**src/rtl/gate_round_timer_pkg.sv**
```systemverilog
// Shared state encoding and field widths for the gate round timer.
package gate_round_timer_pkg;

    localparam int SEC_W   = 7;
    localparam int SCORE_W = 4;
    localparam int BLANK_W = 4;

    typedef enum logic [2:0] {
        ST_IDLE    = 3'd0,
        ST_RUN     = 3'd1,
        ST_BLANK   = 3'd2,
        ST_TIMEOUT = 3'd3,
        ST_WIN     = 3'd4
    } state_t;

endpackage

```
**src/rtl/gate_round_timer_if.sv**
```systemverilog
// Controller-side inputs and display-side outputs of the round timer.
// master drives timer_en/hit/miss; slave is the timer itself.
interface gate_round_timer_if;
    import gate_round_timer_pkg::*;

    logic               timer_en;
    logic               hit;
    logic               miss;
    logic [SEC_W-1:0]   seconds_left;
    logic [SCORE_W-1:0] score;
    logic               vga_blank;
    logic               running;
    logic               game_over;
    logic               game_won;

    modport master (
        output timer_en, hit, miss,
        input  seconds_left, score, vga_blank, running, game_over, game_won
    );

    modport slave (
        input  timer_en, hit, miss,
        output seconds_left, score, vga_blank, running, game_over, game_won
    );

endinterface

```
**src/rtl/gate_round_timer_sec_tick_gen.sv**
```systemverilog
// One-cycle tick every TICK_CYCLES enabled cycles; clear restarts the phase.
// Latency: tick is combinational from the counter; no backpressure.
module sec_tick_gen #(
    parameter int TICK_CYCLES = 50000000
) (
    input  logic clk,
    input  logic resetn,
    input  logic enable,
    input  logic clear,
    output logic tick
);

    localparam int CW = (TICK_CYCLES > 1) ? $clog2(TICK_CYCLES) : 1;
    localparam logic [CW-1:0] LAST = CW'(TICK_CYCLES - 1);

    logic [CW-1:0] cnt_q;

    assign tick = enable && !clear && (cnt_q == LAST);

    always_ff @(posedge clk or negedge resetn) begin
        if (!resetn) begin
            cnt_q <= '0;
        end else if (clear) begin
            cnt_q <= '0;
        end else if (enable) begin
            cnt_q <= tick ? '0 : cnt_q + CW'(1);
        end
    end

endmodule

```
**src/rtl/gate_round_timer.sv**
```systemverilog
// Round countdown, score, timed miss-penalty blank and win/timeout end states.
// Latency: all outputs registered, one cycle after input or tick; no backpressure.
module gate_round_timer
    import gate_round_timer_pkg::*;
#(
    parameter int TICK_CYCLES = 50000000,
    parameter int ROUND_SECS  = 60,
    parameter int BLANK_SECS  = 2,
    parameter int MAX_SCORE   = 9
) (
    input  logic              clk,
    input  logic              resetn,
    gate_round_timer_if.slave bus
);

    localparam logic [SEC_W-1:0]   ROUND_V = SEC_W'(ROUND_SECS);
    localparam logic [BLANK_W-1:0] BLANK_V = BLANK_W'(BLANK_SECS);
    localparam logic [SCORE_W-1:0] MAX_V   = SCORE_W'(MAX_SCORE);

    state_t               state_q, state_n;
    logic [SEC_W-1:0]     sec_q, sec_n;
    logic [SCORE_W-1:0]   score_q, score_n;
    logic [BLANK_W-1:0]   bcnt_q, bcnt_n;
    logic                 timer_en_q;
    logic                 vga_blank_q, running_q, over_q, won_q;
    logic                 start, tick, tick_en, tick_clr, idle_like;

    assign start     = bus.timer_en & ~timer_en_q;
    assign idle_like = (state_q == ST_IDLE) || (state_q == ST_TIMEOUT) || (state_q == ST_WIN);
    assign tick_en   = (state_q == ST_RUN) || (state_q == ST_BLANK);
    // Only a start that actually launches a round may reset the tick phase.
    assign tick_clr  = start && idle_like;

    sec_tick_gen #(.TICK_CYCLES(TICK_CYCLES)) u_tick (
        .clk    (clk),
        .resetn (resetn),
        .enable (tick_en),
        .clear  (tick_clr),
        .tick   (tick)
    );

    always_comb begin
        state_n = state_q;
        sec_n   = sec_q;
        score_n = score_q;
        bcnt_n  = bcnt_q;
        case (state_q)
            ST_IDLE, ST_TIMEOUT, ST_WIN: begin
                if (start) begin
                    state_n = ST_RUN;
                    sec_n   = ROUND_V;
                    score_n = '0;
                    bcnt_n  = '0;
                end
            end
            ST_RUN: begin
                // Expiry beats miss beats hit within one cycle.
                if (tick && sec_q <= SEC_W'(1)) begin
                    state_n = ST_TIMEOUT;
                    sec_n   = '0;
                end else begin
                    if (tick) sec_n = sec_q - SEC_W'(1);
                    if (bus.miss) begin
                        state_n = ST_BLANK;
                        bcnt_n  = BLANK_V;
                    end else if (bus.hit && score_q < MAX_V) begin
                        score_n = score_q + SCORE_W'(1);
                        if (score_n == MAX_V) state_n = ST_WIN;
                    end
                end
            end
            ST_BLANK: begin
                if (tick) begin
                    if (sec_q <= SEC_W'(1)) begin
                        state_n = ST_TIMEOUT;
                        sec_n   = '0;
                        bcnt_n  = '0;
                    end else begin
                        sec_n = sec_q - SEC_W'(1);
                        if (bcnt_q <= BLANK_W'(1)) begin
                            state_n = ST_RUN;
                            bcnt_n  = '0;
                        end else begin
                            bcnt_n = bcnt_q - BLANK_W'(1);
                        end
                    end
                end
            end
            default: state_n = ST_IDLE;
        endcase
    end

    always_ff @(posedge clk or negedge resetn) begin
        if (!resetn) begin
            state_q     <= ST_IDLE;
            sec_q       <= ROUND_V;
            score_q     <= '0;
            bcnt_q      <= '0;
            timer_en_q  <= 1'b0;
            vga_blank_q <= 1'b0;
            running_q   <= 1'b0;
            over_q      <= 1'b0;
            won_q       <= 1'b0;
        end else begin
            state_q     <= state_n;
            sec_q       <= sec_n;
            score_q     <= score_n;
            bcnt_q      <= bcnt_n;
            timer_en_q  <= bus.timer_en;
            vga_blank_q <= (state_n == ST_BLANK);
            running_q   <= (state_n == ST_RUN) || (state_n == ST_BLANK);
            over_q      <= (state_n == ST_TIMEOUT);
            won_q       <= (state_n == ST_WIN);
        end
    end

    assign bus.seconds_left = sec_q;
    assign bus.score        = score_q;
    assign bus.vga_blank    = vga_blank_q;
    assign bus.running      = running_q;
    assign bus.game_over    = over_q;
    assign bus.game_won     = won_q;

endmodule

```
**src/flat_wrapper.sv**
```systemverilog
// flat-port wrapper written by rule: the top's interface ports become plain ports
module gate_round_timer_flat import gate_round_timer_pkg::*;
#(
    parameter int TICK_CYCLES = 50000000,
    parameter int ROUND_SECS  = 60,
    parameter int BLANK_SECS  = 2,
    parameter int MAX_SCORE   = 9
)
  (clk, resetn, bus_timer_en, bus_hit, bus_miss, bus_seconds_left, bus_score, bus_vga_blank, bus_running, bus_game_over, bus_game_won);
  gate_round_timer_if bus_i ();
  input  logic clk;
  input  logic resetn;
  input wire logic [$bits(bus_i.timer_en)-1:0] bus_timer_en;
  input wire logic [$bits(bus_i.hit)-1:0] bus_hit;
  input wire logic [$bits(bus_i.miss)-1:0] bus_miss;
  output wire logic [$bits(bus_i.seconds_left)-1:0] bus_seconds_left;
  output wire logic [$bits(bus_i.score)-1:0] bus_score;
  output wire logic [$bits(bus_i.vga_blank)-1:0] bus_vga_blank;
  output wire logic [$bits(bus_i.running)-1:0] bus_running;
  output wire logic [$bits(bus_i.game_over)-1:0] bus_game_over;
  output wire logic [$bits(bus_i.game_won)-1:0] bus_game_won;
  assign bus_i.timer_en = bus_timer_en;
  assign bus_i.hit = bus_hit;
  assign bus_i.miss = bus_miss;
  assign bus_seconds_left = bus_i.seconds_left;
  assign bus_score = bus_i.score;
  assign bus_vga_blank = bus_i.vga_blank;
  assign bus_running = bus_i.running;
  assign bus_game_over = bus_i.game_over;
  assign bus_game_won = bus_i.game_won;
  gate_round_timer #(.TICK_CYCLES(TICK_CYCLES), .ROUND_SECS(ROUND_SECS), .BLANK_SECS(BLANK_SECS), .MAX_SCORE(MAX_SCORE)) u_core (.clk(clk), .resetn(resetn), .bus(bus_i));
endmodule
```
**config.mk**
```make
export PLATFORM = sky130hd
export DESIGN_NAME = gate_round_timer_flat
export DESIGN_NICKNAME = d
export VERILOG_FILES = /design/src/rtl/gate_round_timer_pkg.sv /design/src/rtl/gate_round_timer_if.sv /design/src/rtl/gate_round_timer_sec_tick_gen.sv /design/src/rtl/gate_round_timer.sv /design/src/flat_wrapper.sv
export SDC_FILE = /design/constraint.sdc
export NUM_CORES = 1
export LEC_CHECK = 0
export ABC_AREA = 0
export BUFFER_PORTS_ARGS = -buffer_cell sky130_fd_sc_hd__buf_4
export CORE_ASPECT_RATIO = 1.5
export CORE_MARGIN = 5
export CORE_UTILIZATION = 47
export CTS_BUF_LIST = sky130_fd_sc_hd__clkbuf_4
export CTS_CLUSTER_SIZE = 10
export DETAILED_ROUTE_END_ITERATION = 8
export PLACE_DENSITY = 0.61
export SLEW_MARGIN = 20
export SYNTH_ARGS = -nofsm -noshare
export SYNTH_HDL_FRONTEND = slang
export SYNTH_SLANG_ARGS = --single-unit
```
**constraint.sdc**
```tcl
create_clock -name clk -period 2.7 [get_ports clk]
set_clock_uncertainty 0.15 [all_clocks]
set_input_delay 0.405 -clock clk [delete_from_list [all_inputs] [get_ports clk]]
set_output_delay 0.405 -clock clk [all_outputs]
set_load 0.02 [all_outputs]
```
# [After elaboration in Yosys (flattened, before gate mapping)]
# Cells that the tools add are included.
[word_totals] ff_bits=49 word_cells=83
[classes] n_addsub=4 n_lt_le_gt_ge=3 eq_ne=17 muxes=29 n_bitwise=2 n_reduce_logical=18
[op_table] cell="$mux 26" n=3
[op_table] cell="$mux 4" n=9
[op_table] cell="$mux 7" n=5
[op_table] cell="$add 26x1->26 const B" n=1
[op_table] cell="$eq 26x26->1 const B" n=1
[op_table] cell="$mux 3" n=8
[op_table] cell="$pmux 7 s3" n=1
[op_table] cell="$eq 3x2->1 const B" n=4
[op_table] cell="$pmux 4 s3" n=1
[op_table] cell="$reduce_and 5->1" n=2
[op_table] cell="$pmux 3 s3" n=1
[op_table] cell="$ne 2x2->1 const B" n=4
[op_table] cell="$pmux 4 s2" n=1
[op_table] cell="$le 7x1->1 const B" n=1
[op_table] cell="$sub 7x1->7 const B" n=1
[op_table] cell="$eq 3x1->1 const B" n=2
[op_table] cell="$eq 3x3->1 const B" n=2
[op_table] cell="$logic_and 1x1->1" n=5
[op_table] cell="$add 4x1->4 const B" n=1
[op_table] cell="$eq 4x4->1 const B" n=1
[op_table] cell="$le 4x1->1 const B" n=1
[op_table] cell="$logic_or 1x1->1" n=4
[op_table] cell="$lt 4x4->1 const B" n=1
[op_table] cell="$ne 2x1->1 const B" n=2
[op_table] cell="other kinds (10)" n=11

# [Longest topological paths before layout]
[logic_depth] word_depth=12 mapped_depth=8 depth_no_buf=7

# [Hierarchy]
# From an unflattened synthesis, not the netlist that was laid out.
[hier_totals] cells_unflattened=340 area_unflattened_um2=3198.1
[by_module_without_submodules] module="sec_tick_gen" n_inst=1 cells_each=197 area_per_inst_um2=1767.9 seq_area_each_um2=650.6
[by_module_without_submodules] module="gate_round_timer" n_inst=1 cells_each=143 area_per_inst_um2=1430.1 seq_area_each_um2=580.6

# [Worst setup path before layout]
# Ideal clock, no wire load.
[synth_timing] kind="flip-flop to flip-flop" from="register u_core.sec_q[3] (netlist: u_core.bus.seconds_left[3])" to="register u_core.score_q[2] (netlist: u_core.bus.score[2])" setup_ns=0.124 arrival_time_ns=1.842 required_time_ns=2.426 path_slack_ns=0.584 stages_incl_launch_ff=6 path_buffers=0 path_cell_list="dfstp_2 or4_4 nor3_4 nand4_4 and4b_1 a211o_1"
[synth_between] elab_chain_len=4
[synth_rtl] element="start: declaration" line_no="gate_round_timer.sv:21" rtl="logic [SEC_W-1:0] sec_q, sec_n;"
[synth_rtl] element="start signal: assignment" line_no="gate_round_timer.sv:106" rtl="sec_q <= sec_n;"
[synth_rtl] element="$le 7x1->1" line_no="gate_round_timer.sv:58" rtl="if (tick && sec_q <= SEC_W'(1)) begin"
[synth_rtl] element="$logic_and 1x1->1" line_no="gate_round_timer.sv:58"
[synth_rtl] element="$ne 2x2->1 (no source line)"
[synth_rtl] element="$reduce_and 5->1 (no source line)"
[synth_rtl] element="end signal: assignment" line_no="gate_round_timer.sv:107" rtl="score_q <= score_n;"
[synth_rtl] element="end: declaration" line_no="gate_round_timer.sv:22" rtl="logic [SCORE_W-1:0] score_q, score_n;"
# Every way passes these cells.
# A chain may end at the register's enable or synchronous reset.

# [Final worst setup path]
[layout_timing] from="register u_core.u_tick.cnt_q[0]" to="register u_core.sec_q[3] (netlist: u_core.bus.seconds_left[3])"
[layout_between] elab_chain_len=5 word_cells_on_any_way=8 cone_classes="eq/ne: 3; mux: 2; reduce/logical: 3"
[layout_rtl] element="start: declaration" line_no="gate_round_timer_sec_tick_gen.sv:16" rtl="logic [CW-1:0] cnt_q;"
[layout_rtl] element="start signal: assignment" line_no="gate_round_timer_sec_tick_gen.sv:26" rtl="cnt_q <= tick ? '0 : cnt_q + CW'(1);"
[layout_rtl] element="$eq 26x26->1 (*)" line_no="gate_round_timer_sec_tick_gen.sv:18" rtl="assign tick = enable && !clear && (cnt_q == LAST);"
[layout_rtl] element="$logic_and 1x1->1 (*)" line_no="gate_round_timer_sec_tick_gen.sv:18"
[layout_rtl] element="$logic_and 1x1->1" line_no="gate_round_timer.sv:58"
[layout_rtl] element="$ne 3x2->1 (no source line) / $mux 7 (equally long branches)"
[layout_rtl] element="$reduce_and 4->1 (no source line) / $pmux 7 s3 (equally long branches)"
# Every way passes the cells marked *; elsewhere a longest branch is shown, timed or not.

==> impl_metrics.json <==
{
  "multi_input_area_mm2": 0.001700,
  "initial_core_util": 0.4763,
  "nets": 378,
  "synth_top_family_by_area": "simple AND/OR/NAND/NOR gates",
  "worst_setup_path_end_kind": "register",
  "rsz0062_at_grt": "no",
  "setup_viol": 0,
  "rr_endpoint": "u_core.bus.seconds_left[3]$_DFFE_PN1P_",
  "grt_pass1_vias": 2641,
  "tightest_slew_ps": 632.7,
  "synth-async-reset-ratio": 1.000,
  "routabilityCongestion": 0.8113,
  "fmax_ghz": 0.4140,
  "layout-drive-gt1-share": 0.1471,
  "syn_avg_cell_area_um2": 8.831,
  "grtUsageTotal": 0.1888,
  "cts.sinks": 49,
  "slew_headroom": 0.5749,
  "drv_cap": 0,
  "seq_area_mm2": 0.001231,
  "antenna_found_initial": 0,
  "fillers": 627,
  "period_share": 0.8946,
  "final_antenna_net_count": 0,
  "clockBufferDepth": 2,
  "firstDrtPassIters": 5,
  "synth_ff_type": "dfrtp_1",
  "ir_drop_mv": 0.3643,
  "vias": 2666,
  "finalWirelength_mm": 7.138,
  "overflow": 0,
  "hold_viol_final": 0,
  "die_w_um": 75.74,
  "synth_mux_area_frac": 0.009856,
  "synthToLayoutAreaGrowth_pct": 10.47,
  "cts_made_buffers": 5,
  "pin_count": 20,
  "synth-edff-count": 0,
  "drv_slew": 0,
  "viasPerCell": 6.018,
  "post-cts-setup-buffers": 0,
  "syn-num-nets": 357,
  "hold_path_class": "input pin to register",
  "drt_iter0_markers": 201,
  "dieArea_mm2": 0.008226,
  "die_h_um": 108.6,
  "timing.final.crit_period_ps": 2415,
  "crit_path_max_fanout": 9,
  "rrSetupSlack_ps": 280,
  "crit_start": "u_core.u_tick.cnt_q[0]$_DFFE_PN0P_",
  "hpwl_mm": 5.251,
  "path_class": "register to register",
  "reg2reg_from": "u_core.u_tick.cnt_q[0]$_DFFE_PN0P_",
  "arrival_ps": 2540,
  "yosysSeqAreaShare": 0.4041,
  "wl_per_cell_um": 16.11,
  "tns_ps": 0,
  "yosys.area_share.simple": 0.2686,
  "syn_area_mm2": 0.003047,
  "htreeDepth": 2,
  "grt_pass1_wl_mm": 12.22,
  "grt_max_degree": 50,
  "synthXorXnorAreaFrac": 0.02012,
  "p_leak_nw": 1.404,
  "cts_tree": "built",
  "yosys_warnings": 0,
  "clk_pin_slew_worst_paths_ps": 140,
  "hold_buffers": 2,
  "cts_resized": 0,
  "cpPeakStageDelay_ps": 420,
  "synth-seq-cells": 49,
  "clock_latency_ps": 350,
  "path_cells": "ha_1 -> and3_1 -> and4_1 -> nand3_1 -> or2_0 -> o311ai_2",
  "drcViolationCount": 0,
  "worstHoldStart": "bus_hit",
  "coreArea_mm2": 0.006396,
  "n_antenna_cell": 0,
  "slowest_stage": "dfrtp_1",
  "synth_adder_area_share": 0.02875,
  "startpoint_type": "register",
  "fp-row-count": 36,
  "cts-root-buf": "clkbuf_4",
  "power.density_mw_per_mm2": 830.4,
  "synth_cells": 345,
  "crit_required_ps": 2820,
  "yosys.cell_types.count": 61,
  "endpoint": "u_core.bus.seconds_left[3]$_DFFE_PN1P_",
  "synth_compound_area_frac": 0.2287,
  "post-route-util": 0.5262,
  "worst_r2r_path_depth": 6,
  "place.port_buffers": 19,
  "status": "finished clean"
}
==> cells in the mapped netlist, drive strengths merged (2+ instances only) <==
cell | number | area [um^2]
inv | 10 | 37.54
ha | 7 | 87.58
o31ai | 5 | 42.54
nor3b | 2 | 15.01
or4 | 3 | 26.27
nor3 | 12 | 76.33
o311ai | 2 | 42.55
o22ai | 2 | 12.51
and2 | 2 | 12.52
nand3 | 17 | 85.08
dfrtp | 45 | 1126
nand4 | 10 | 77.57
nor2 | 29 | 108.9
a21oi | 20 | 100.1
xnor2 | 3 | 26.28
or3 | 5 | 31.28
clkbuf | 11 | 43.79
a22o | 3 | 26.28
nor4bb | 2 | 20.02
a21o | 4 | 30.03
mux2i | 3 | 30.03
a31oi | 15 | 93.84
buf | 7 | 40.03
nand2b | 8 | 50.05
and4 | 3 | 26.28
o211ai | 5 | 37.54
dfstp | 4 | 105.1
or3b | 2 | 17.52
nand2 | 33 | 123.9
and3 | 5 | 31.28
nand3b | 3 | 22.52
xor2 | 4 | 35.03
o21a | 4 | 30.03
o21ai | 28 | 140.1
a211o | 4 | 35.03
a41oi | 3 | 26.28
nor4 | 7 | 58.81
==> registers in the layout (all words and copies together) (netlist names) <==
| name | flops |
|---|---|
| u_core.bcnt_q | 4 |
| u_core.bus.game_over | 1 |
| u_core.bus.game_won | 1 |
| u_core.bus.running | 1 |
| u_core.bus.score | 4 |
| u_core.bus.seconds_left | 7 |
| u_core.bus.vga_blank | 1 |
| u_core.state_q | 3 |
| u_core.timer_en_q | 1 |
| u_core.u_tick.cnt_q | 26 |
==> cell families (layout without fill, tap and decap cells) <==
family / after synthesis / count (layout)
multiplexers: 3 / 3
AO/OA/AOI/OAI: 104 / 104
adder cells (fa/ha/maj): 7 / 7
flip-flops: 49 / 49
buffers and inverters: 28 / 50
AND/OR/NAND/NOR: 147 / 147
XOR/XNOR: 7 / 7
==> area by class of cell <==
cell class / instances / share of cell area
clock buffers: 7 / 0.01561
clock inverters: 1 / 0.001115
inverters: 10 / 0.01115
multi-input cells: 268 / 0.5052
flip-flops and latches: 49 / 0.3658
well taps: 76 / 0.02825
repair buffers: 32 / 0.07286
==> stage by stage <==
step / instance area [um^2] / cells / hold WS [ps] / power (W) / worst slack [ps]
finish: 3366 / 443 / 341.3 / 0.002795 / 284.7
global route: 3366 / 443 / 310.7 / 0.003044 / 113.8
global placement: 3289 / 433 / 323.0 / 0.002456 / 329.9
detailed placement: 3289 / 433 / 328.6 / 0.002468 / 285.2
CTS: 3366 / 443 / 315.3 / 0.002828 / 256.8
floorplan: 3047 / 345 / -40.59 / 0.002003 / 583.9
==> cell usage in the layout, fill, tap and decap left out, types with 3 or more instances in the layout <==
cell type / netlist / routed
and3_1: 5 / 5
and4_1: 3 / 3
buf_4: 2 / 30
nand2_1: 33 / 33
a21o_1: 4 / 4
nor4_1: 6 / 6
nand3_1: 17 / 17
dfrtp_1: 45 / 45
a31oi_1: 15 / 14
inv_1: 10 / 10
nor3_1: 10 / 10
o21a_1: 4 / 4
or3_1: 5 / 5
o31ai_1: 4 / 4
a211o_1: 4 / 4
a41oi_1: 3 / 3
nand2b_1: 8 / 8
ha_1: 7 / 7
nor2_1: 29 / 29
a21oi_1: 20 / 20
mux2i_1: 3 / 3
dfstp_2: 4 / 4
o21ai_0: 27 / 27
xor2_1: 4 / 4
clkbuf_4: 0 / 7
nand3b_1: 3 / 3
o211ai_1: 5 / 5
nand4_1: 9 / 9
a22o_1: 3 / 3
xnor2_1: 3 / 3
==> where the power goes <==
group	total [W]	switching (W)	internal, W
Combinational	0.00144	0.000891	0.000548
Clock	0.000342	0.000221	0.000121
Sequential	0.00101	0.000152	0.000862
==> critical path, delay by kind of cell, from the launching register on <==
| family | cells | cell delay, ps |
|---|---|---|
| AO/OA/AOI/OAI | 1 | 300 |
| flip-flops | 1 | 420 |
| adder cells (fa/ha/maj) | 1 | 210 |
| AND/OR/NAND/NOR | 4 | 1260 |
==> worst min-delay path by stage <==
stage	endpoint	slack (ps)	cells past startpoint
floorplan	u_core.bcnt_q[0]$_DFFE_PN0P_	-40	0
detailed placement	u_core.bus.score[2]$_DFFE_PN0P_	330	1
finish	u_core.bus.running$_DFF_PN0_	340	4
global placement	u_core.bus.score[2]$_DFFE_PN0P_	320	1
global route	u_core.bus.running$_DFF_PN0_	310	4
CTS	u_core.bus.running$_DFF_PN0_	320	4
==> routing by layer <==
metal / global-route usage / vias up / part of all wire
met1: 0.2234 / 1274 / 0.41
met3: 0.02698 / 15 / 0.029
li1: - / 1332 / -
met4: 0.08250 / 0 / 0.027
met5: 0 / - / 0
met2: 0.3278 / 45 / 0.54
No activity file was read; power rests on OpenSTA's default activity.
